--- config.mk ---
export PLATFORM = sky130hd
export DESIGN_NAME = vco_adc_ctrl_flat
export DESIGN_NICKNAME = d
export VERILOG_FILES = /design/src/rtl/vco_adc_ctrl_if.sv /design/src/rtl/vco_adc_ctrl.sv /design/src/flat_wrapper.sv
export SDC_FILE = /design/constraint.sdc
export NUM_CORES = 1
export LEC_CHECK = 0
export BUFFER_PORTS_ARGS = -buffer_cell sky130_fd_sc_hd__buf_2
export CAP_MARGIN = 25
export CORE_AREA = 2 2 250 252
export CTS_CLUSTER_DIAMETER = 60
export CTS_CLUSTER_SIZE = 8
export DETAILED_ROUTE_END_ITERATION = 10
export DIE_AREA = 0 0 252 254
export HOLD_SLACK_MARGIN = 0.06
export MAX_ROUTING_LAYER = met4
export PLACE_DENSITY = 0.58
export REMOVE_ABC_BUFFERS = 1
export SLEW_MARGIN = 5
export SYNTH_ARGS = -nofsm -noshare
export SYNTH_HDL_FRONTEND = slang
export SYNTH_SLANG_ARGS = --single-unit
--- constraint.sdc ---
create_clock -name clk -period 5.3 [get_ports clk]
set_clock_uncertainty 0.2 [all_clocks]
set_input_delay 0.265 -clock clk [delete_from_list [all_inputs] [get_ports clk]]
set_output_delay 0.265 -clock clk [all_outputs]
set_load 0.01 [all_outputs]
--- src/rtl/vco_adc_ctrl_if.sv ---
`default_nettype none
// ---------------------------------------------------------------------------
// vco_adc_ctrl_if : valid/ready read stream from the capture FIFO. Rev 1.0
// ---------------------------------------------------------------------------
interface vco_adc_ctrl_if #(
  parameter int DATA_WIDTH = 32
) ();
  logic [DATA_WIDTH-1:0] rd_data_out;
  logic                  rd_valid_out;
  logic                  rd_ready_in;

  modport master (output rd_data_out, output rd_valid_out, input rd_ready_in);
  modport slave  (input rd_data_out, input rd_valid_out, output rd_ready_in);
endinterface
`default_nettype wire

--- src/rtl/vco_adc_ctrl.sv ---
`default_nettype none
// ---------------------------------------------------------------------------
// vco_adc_ctrl : capture sequencer for vco_adc with a FWFT capture FIFO. Rev 1.0
// ---------------------------------------------------------------------------
module vco_adc_ctrl #(
  parameter int DATA_WIDTH = 32,
  parameter int OSR_WIDTH  = 10,
  parameter int CNT_WIDTH  = 16,
  parameter int FIFO_DEPTH = 16,
  parameter int DISCARD    = 3
) (
  input  wire logic                          clk,
  input  wire logic                          rst,
  input  wire logic                          start_in,
  input  wire logic                          abort_in,
  input  wire logic [OSR_WIDTH-1:0]          oversample_cfg_in,
  input  wire logic [CNT_WIDTH-1:0]          num_samples_in,
  output      logic [OSR_WIDTH-1:0]          adc_oversample_out,
  output      logic                          adc_enable_out,
  input  wire logic [DATA_WIDTH-1:0]         adc_data_in,
  input  wire logic                          adc_valid_in,
  vco_adc_ctrl_if.master                     rd_if,
  output      logic                          busy_out,
  output      logic                          done_out,
  output      logic                          overflow_out,
  output      logic [$clog2(FIFO_DEPTH):0]   fifo_count_out
);

  localparam int c_aw     = $clog2(FIFO_DEPTH);
  localparam int c_disc_w = (DISCARD > 0) ? $clog2(DISCARD + 1) : 1;

  typedef enum logic [2:0] {
    S_IDLE    = 3'd0,
    S_ARM     = 3'd1,
    S_DISCARD = 3'd2,
    S_CAPTURE = 3'd3,
    S_STOP    = 3'd4
  } state_t;

  state_t                r_state;
  state_t                w_next;
  logic [OSR_WIDTH-1:0]  r_osr;
  logic [CNT_WIDTH-1:0]  r_remaining;
  logic [c_disc_w-1:0]   r_discard;
  logic                  r_overflow;
  logic [DATA_WIDTH-1:0] r_mem [FIFO_DEPTH];
  logic [c_aw-1:0]       r_wr_ptr;
  logic [c_aw-1:0]       r_rd_ptr;
  logic [c_aw:0]         r_count;

  logic w_flush;
  logic w_full;
  logic w_pop;
  logic w_push_req;
  logic w_push;

  assign w_flush    = (r_state == S_IDLE) && start_in;
  assign w_full     = (r_count == (c_aw+1)'(FIFO_DEPTH));
  assign w_pop      = (r_count != '0) && rd_if.rd_ready_in;
  assign w_push_req = (r_state == S_CAPTURE) && adc_valid_in && !abort_in;
  // A full FIFO can still take a word when the consumer frees a slot on the same edge.
  assign w_push     = w_push_req && (!w_full || w_pop);

  always_ff @(posedge clk) begin
    if (rst) r_state <= S_IDLE;
    else     r_state <= w_next;
  end

  always_comb begin
    w_next = r_state;
    case (r_state)
      S_IDLE: if (start_in) w_next = S_ARM;
      S_ARM: begin
        if (abort_in)                 w_next = S_IDLE;
        else if (r_remaining == '0)   w_next = S_STOP;
        else if (DISCARD == 0)        w_next = S_CAPTURE;
        else                          w_next = S_DISCARD;
      end
      S_DISCARD: begin
        if (abort_in)                                              w_next = S_IDLE;
        else if (adc_valid_in && (r_discard == c_disc_w'(1)))      w_next = S_CAPTURE;
      end
      S_CAPTURE: begin
        if (abort_in)                                              w_next = S_IDLE;
        else if (adc_valid_in && (r_remaining == CNT_WIDTH'(1)))   w_next = S_STOP;
      end
      S_STOP:  w_next = S_IDLE;
      default: w_next = S_IDLE;
    endcase
  end

  always_ff @(posedge clk) begin
    if (rst) begin
      r_osr       <= '0;
      r_remaining <= '0;
      r_discard   <= '0;
      r_overflow  <= 1'b0;
    end else begin
      if (w_flush) begin
        r_osr       <= oversample_cfg_in;
        r_remaining <= num_samples_in;
        r_overflow  <= 1'b0;
      end
      if (r_state == S_ARM) r_discard <= c_disc_w'(DISCARD);
      if (!abort_in && adc_valid_in) begin
        if (r_state == S_DISCARD) r_discard   <= r_discard - 1'b1;
        if (r_state == S_CAPTURE) r_remaining <= r_remaining - 1'b1;
      end
      if (w_push_req && !w_push) r_overflow <= 1'b1;
    end
  end

  always_ff @(posedge clk) begin
    if (rst || w_flush) begin
      r_wr_ptr <= '0;
      r_rd_ptr <= '0;
      r_count  <= '0;
    end else begin
      if (w_push) r_wr_ptr <= r_wr_ptr + 1'b1;
      if (w_pop)  r_rd_ptr <= r_rd_ptr + 1'b1;
      case ({w_push, w_pop})
        2'b10:   r_count <= r_count + 1'b1;
        2'b01:   r_count <= r_count - 1'b1;
        default: r_count <= r_count;
      endcase
    end
  end

  always_ff @(posedge clk) begin
    if (w_push) r_mem[r_wr_ptr] <= adc_data_in;
  end

  assign adc_oversample_out = r_osr;
  assign adc_enable_out     = (r_state == S_DISCARD) || (r_state == S_CAPTURE);
  assign busy_out           = (r_state != S_IDLE);
  assign done_out           = (r_state == S_STOP);
  assign overflow_out       = r_overflow;
  assign fifo_count_out     = r_count;
  assign rd_if.rd_valid_out = (r_count != '0);
  assign rd_if.rd_data_out  = (r_count != '0) ? r_mem[r_rd_ptr] : '0;

endmodule
`default_nettype wire

--- src/flat_wrapper.sv ---
// flat-port wrapper written by rule: the top's interface ports become plain ports
module vco_adc_ctrl_flat 
#(
  parameter int DATA_WIDTH = 32,
  parameter int OSR_WIDTH  = 10,
  parameter int CNT_WIDTH  = 16,
  parameter int FIFO_DEPTH = 16,
  parameter int DISCARD    = 3
)
  (clk, rst, start_in, abort_in, oversample_cfg_in, num_samples_in, adc_oversample_out, adc_enable_out, adc_data_in, adc_valid_in, busy_out, done_out, overflow_out, fifo_count_out, rd_if_rd_data_out, rd_if_rd_valid_out, rd_if_rd_ready_in);
  vco_adc_ctrl_if #(.DATA_WIDTH(DATA_WIDTH)) rd_if_i ();
  input  wire logic clk;
  input  wire logic rst;
  input  wire logic start_in;
  input  wire logic abort_in;
  input  wire logic [OSR_WIDTH-1:0] oversample_cfg_in;
  input  wire logic [CNT_WIDTH-1:0] num_samples_in;
  output      logic [OSR_WIDTH-1:0] adc_oversample_out;
  output      logic adc_enable_out;
  input  wire logic [DATA_WIDTH-1:0] adc_data_in;
  input  wire logic adc_valid_in;
  output      logic busy_out;
  output      logic done_out;
  output      logic overflow_out;
  output      logic [$clog2(FIFO_DEPTH):0] fifo_count_out;
  output wire logic [$bits(rd_if_i.rd_data_out)-1:0] rd_if_rd_data_out;
  output wire logic [$bits(rd_if_i.rd_valid_out)-1:0] rd_if_rd_valid_out;
  input wire logic [$bits(rd_if_i.rd_ready_in)-1:0] rd_if_rd_ready_in;
  assign rd_if_rd_data_out = rd_if_i.rd_data_out;
  assign rd_if_rd_valid_out = rd_if_i.rd_valid_out;
  assign rd_if_i.rd_ready_in = rd_if_rd_ready_in;
  vco_adc_ctrl #(.DATA_WIDTH(DATA_WIDTH), .OSR_WIDTH(OSR_WIDTH), .CNT_WIDTH(CNT_WIDTH), .FIFO_DEPTH(FIFO_DEPTH), .DISCARD(DISCARD)) u_core (.clk(clk), .rst(rst), .start_in(start_in), .abort_in(abort_in), .oversample_cfg_in(oversample_cfg_in), .num_samples_in(num_samples_in), .adc_oversample_out(adc_oversample_out), .adc_enable_out(adc_enable_out), .adc_data_in(adc_data_in), .adc_valid_in(adc_valid_in), .rd_if(rd_if_i), .busy_out(busy_out), .done_out(done_out), .overflow_out(overflow_out), .fifo_count_out(fifo_count_out));
endmodule
==> impl_metrics.json <==
{
  "grt_max_degree": 55,
  "firstDrtPassIters": 6,
  "drive_gt1_frac": 0.2811,
  "cts_tree": "yes",
  "setup_slack_ns": 1.677,
  "worst_pin_slew_ns": 1.021,
  "dp_hpwl_mm": 28.21,
  "routedWlPerCell_um": 22.68,
  "p_int_mw": 7.784,
  "fmax_mhz": 276.0,
  "power_density_nw_per_um2": 364.3,
  "fin_nets": 1434,
  "clock_power_share": 0.469,
  "startpoint_type": "flop",
  "fin_crit_sh": 0.6836,
  "antenna_left": 0,
  "min_path_type": "flop to flop",
  "synth-edff-count": 512,
  "synthFlopType": "edfxtp_1",
  "drc_errors": 0,
  "pre_cts_slack_ns": 2.145,
  "status": "completed",
  "gp_congestion": 0.7776,
  "crit_chain": "buf_4 -> mux4_2 -> mux2i_1 -> o22ai_1 -> buf_2",
  "grt_pass1_vias": 12190,
  "postCtsSetupRepairBufs": 0,
  "fin_tns_setup_ns": 0,
  "ys_warn_count": 0,
  "swShare": 0.2032,
  "min-delay-start": "u_core.r_rd_ptr[3]$_SDFFE_PP0P_",
  "ioPinCount": 116,
  "setup_viol": 0,
  "avgViaCountPerCell": 5.243,
  "crit_family": "flip-flops",
  "postPlaceCellArea_sq_um": 23690,
  "worstPathArrival_ns": 3.16,
  "final_max_slew_viol_count": 0,
  "required_ns": 4.84,
  "ys_seq_area_frac": 0.7488,
  "fin_util": 0.4377,
  "finalCriticalPeriod_ns": 3.623,
  "netlist_instances": 1101,
  "rsz0062_at_grt": "no",
  "relSlewSlack": 0.3191,
  "cts_max_path_buffers": 3,
  "path_buf_inv": 2,
  "cts.htree.levels": 3,
  "power.leakage_nw": 8.533,
  "async_flop_share": 0,
  "reg2regPathDepth": 6,
  "grt-ovfl-total": 0,
  "core_sq_um": 61260,
  "fill_cells": 5304,
  "grt_pass1_wl_mm": 75.09,
  "peakVddDrop_uv": 229.8,
  "antenna_found_initial": 2,
  "holdPathStages": 2,
  "clock-sinks": 561,
  "die-width_um": 252,
  "critPathKind": "flop to primary output",
  "routed_wl_mm": 49.35,
  "comb_power_share": 0.032,
  "power_mw": 9.768,
  "final_area_sq_um": 26810,
  "synth.avg_cell_area_sq_um": 19.84,
  "num_vias": 11410,
  "seqPwrFrac": 0.499,
  "worst-r2r-setup-slack_ns": 2.04,
  "clkLatencyLatePin_ns": 0.61,
  "io_buffers": 115,
  "cpPeakStageDelay_ns": 0.88,
  "cts.clk_slew.worst_paths_ns": 0.05,
  "cts_made_buffers": 80,
  "hold_viol": 0,
  "maxCapViolations": 0,
  "rows": 91,
  "r2r_start": "u_core.r_state[1]$_SDFFE_PP0P_",
  "start_util": 0.3566,
  "die_area_sq_um": 64010,
  "switchingPower_mw": 1.985,
  "r2r-end": "u_core.r_remaining[0]$_SDFF_PP0_",
  "endpoint_kind": "primary output",
  "cpMaxStageDelayCell": "dfxtp_4",
  "ys_types": 51,
  "die_h_um": 254,
  "hold_path_end": "u_core.r_rd_ptr[3]$_SDFFE_PP0P_",
  "grtUsageTotal": 0.1612,
  "netlist_area_sq_um": 21840,
  "cts_root_buf": "clkbuf_16",
  "drtIter0Drc": 846,
  "cp_max_fo": 38,
  "area_growth_pct": 22.76,
  "synth-seq-cells": 561
}
layout by cell type, fill, tap and decap left out, drive strengths merged, types with 3 or more instances in the layout:
master / count
or3: 7
nor2b: 3
edfxtp: 512
nand2: 48
nor2: 44
nor4: 5
nand2b: 5
nor3: 10
ha: 11
mux2i: 67
dlygate4sd3: 90
a21boi: 3
nor3b: 4
xor2: 4
xnor2: 5
inv: 17
a31oi: 6
dfxtp: 49
clkinv: 3
o22ai: 33
a21oi: 30
a211oi: 5
clkbuf: 102
o211ai: 3
o21ai: 10
mux4: 128
buf: 142
nand3: 8
nand4: 4
Yosys cell counts, types with 2 or more instances:
library cell | count | area, sq um
a21oi_1 | 30 | 150.1
o21ai_0 | 10 | 50.05
nand2_1 | 48 | 180.2
dfxtp_1 | 49 | 980.9
buf_2 | 18 | 90.09
nor2_1 | 44 | 165.2
a211oi_1 | 4 | 30.03
mux2_2 | 2 | 22.52
or3_1 | 7 | 43.79
nor3_1 | 10 | 50.05
nor4b_1 | 2 | 17.52
xnor2_1 | 5 | 43.79
a22oi_1 | 2 | 15.01
nor4_1 | 3 | 18.77
nand3_1 | 8 | 40.04
clkbuf_1 | 29 | 108.9
a21boi_0 | 3 | 22.52
nor2b_1 | 3 | 18.77
nor3b_1 | 4 | 30.03
mux2i_1 | 67 | 670.6
ha_1 | 11 | 137.6
nand2b_1 | 5 | 31.28
buf_1 | 11 | 41.29
inv_1 | 14 | 52.55
edfxtp_1 | 512 | 15370
mux4_2 | 128 | 2883
o211ai_1 | 3 | 22.52
xor2_1 | 4 | 35.03
nand4_1 | 4 | 25.02
o22ai_1 | 33 | 206.5
a31oi_1 | 6 | 37.54
a311oi_1 | 2 | 17.52
o21a_1 | 2 | 15.01
registers in the layout (all words and copies together), names as in the netlist, named ones only:
signal,count
u_core.adc_oversample_out,10
u_core.fifo_count_out,5
u_core.overflow_out,1
u_core.r_discard,2
u_core.r_mem,512
u_core.r_rd_ptr,4
u_core.r_remaining,16
u_core.r_state,3
u_core.r_wr_ptr,4
worst register-to-register path, stage by stage (launching register included):
cell and delay [ns]:
dfxtp_1 0.40, nor3_1 0.41, and2_1 0.83, nor2_1 0.31, a221oi_1 0.35, nor2_1 0.07
dlygate4sd3_1 0.59
metrics by stage:
| step | std cells | hold slack, ns |
|---|---|---|
| 6_report | 2176 | 0.3234 |
| 5_1_grt | 2176 | 0.3353 |
| 4_1_cts | 2173 | 0.2842 |
| 3_5_place_dp | 1975 | 0.2506 |
| 3_3_place_gp | 1964 | 0.2420 |
| 2_1_floorplan | 1043 | 0.1341 |
final cells by class:
type | instances | area (sq um) | share of cell area
multi-input cells | 468 | 5309 | 0.1980
clock buffers | 101 | 2102 | 0.07839
flip-flops and latches | 561 | 16370 | 0.6104
diodes | 2 | 5.005 | 0.0001867
clock inverters | 7 | 115.1 | 0.004293
well taps | 790 | 988.4 | 0.03686
inverters | 14 | 52.55 | 0.001960
repair buffers | 233 | 1874 | 0.06990
power by group through the flow:
| stage | logic (mW) | registers [mW] | clock network, mW |
|---|---|---|---|
| after CTS | 0.310 | 4.88 | 4.69 |
| after global routing | 0.345 | 4.87 | 4.86 |
| after floorplan | 0.118 | 4.96 | 0 |
| after detailed placement | 0.251 | 4.96 | 0 |
| after global placement | 0.243 | 4.96 | 0 |
| final | 0.313 | 4.88 | 4.58 |
worst max-delay path by stage:
stage | slack [ns] | start | endpoint | cells past startpoint
finish | 1.68 | flop | rd_if_rd_data_out[29] | 5
global route | 1.41 | flop | rd_if_rd_data_out[3] | 5
CTS | 1.50 | flop | rd_if_rd_data_out[29] | 5
detailed placement | 2.15 | flop | rd_if_rd_data_out[29] | 5
global placement | 2.11 | abort_in | u_core.r_mem[11][13]$_DFFE_PP_ | 5
floorplan | -1.47 | flop | rd_if_rd_data_out[0] | 3
kinds of logic after synthesis:
family / Yosys count / synth area share
buffers and inverters: 72 / 0.01340
adder cells (fa/ha/maj): 12 / 0.007218
multiplexers: 197 / 0.1637
AND/OR/NAND/NOR: 146 / 0.03323
flip-flops: 561 / 0.7488
AO/OA/AOI/OAI: 104 / 0.03002
XOR/XNOR: 9 / 0.003609
per-layer routing:
layer  wire, um  vias up  GRT usage  part of all wire
met1      21930     5983     0.2128              0.44
met4       1016        0    0.04598             0.021
li1           -     5021          -                 -
met2      24020      316     0.2563              0.49
met3       2378       89    0.03052             0.048
met5          0        -          -                 0
repair_timing:
action / in CTS / in global routing
hold endpoints to repair: 548 / 0
hold buffers: 90 / 0
gates resized for setup: 0 / 0
Power figures use the tool's default switching activity.
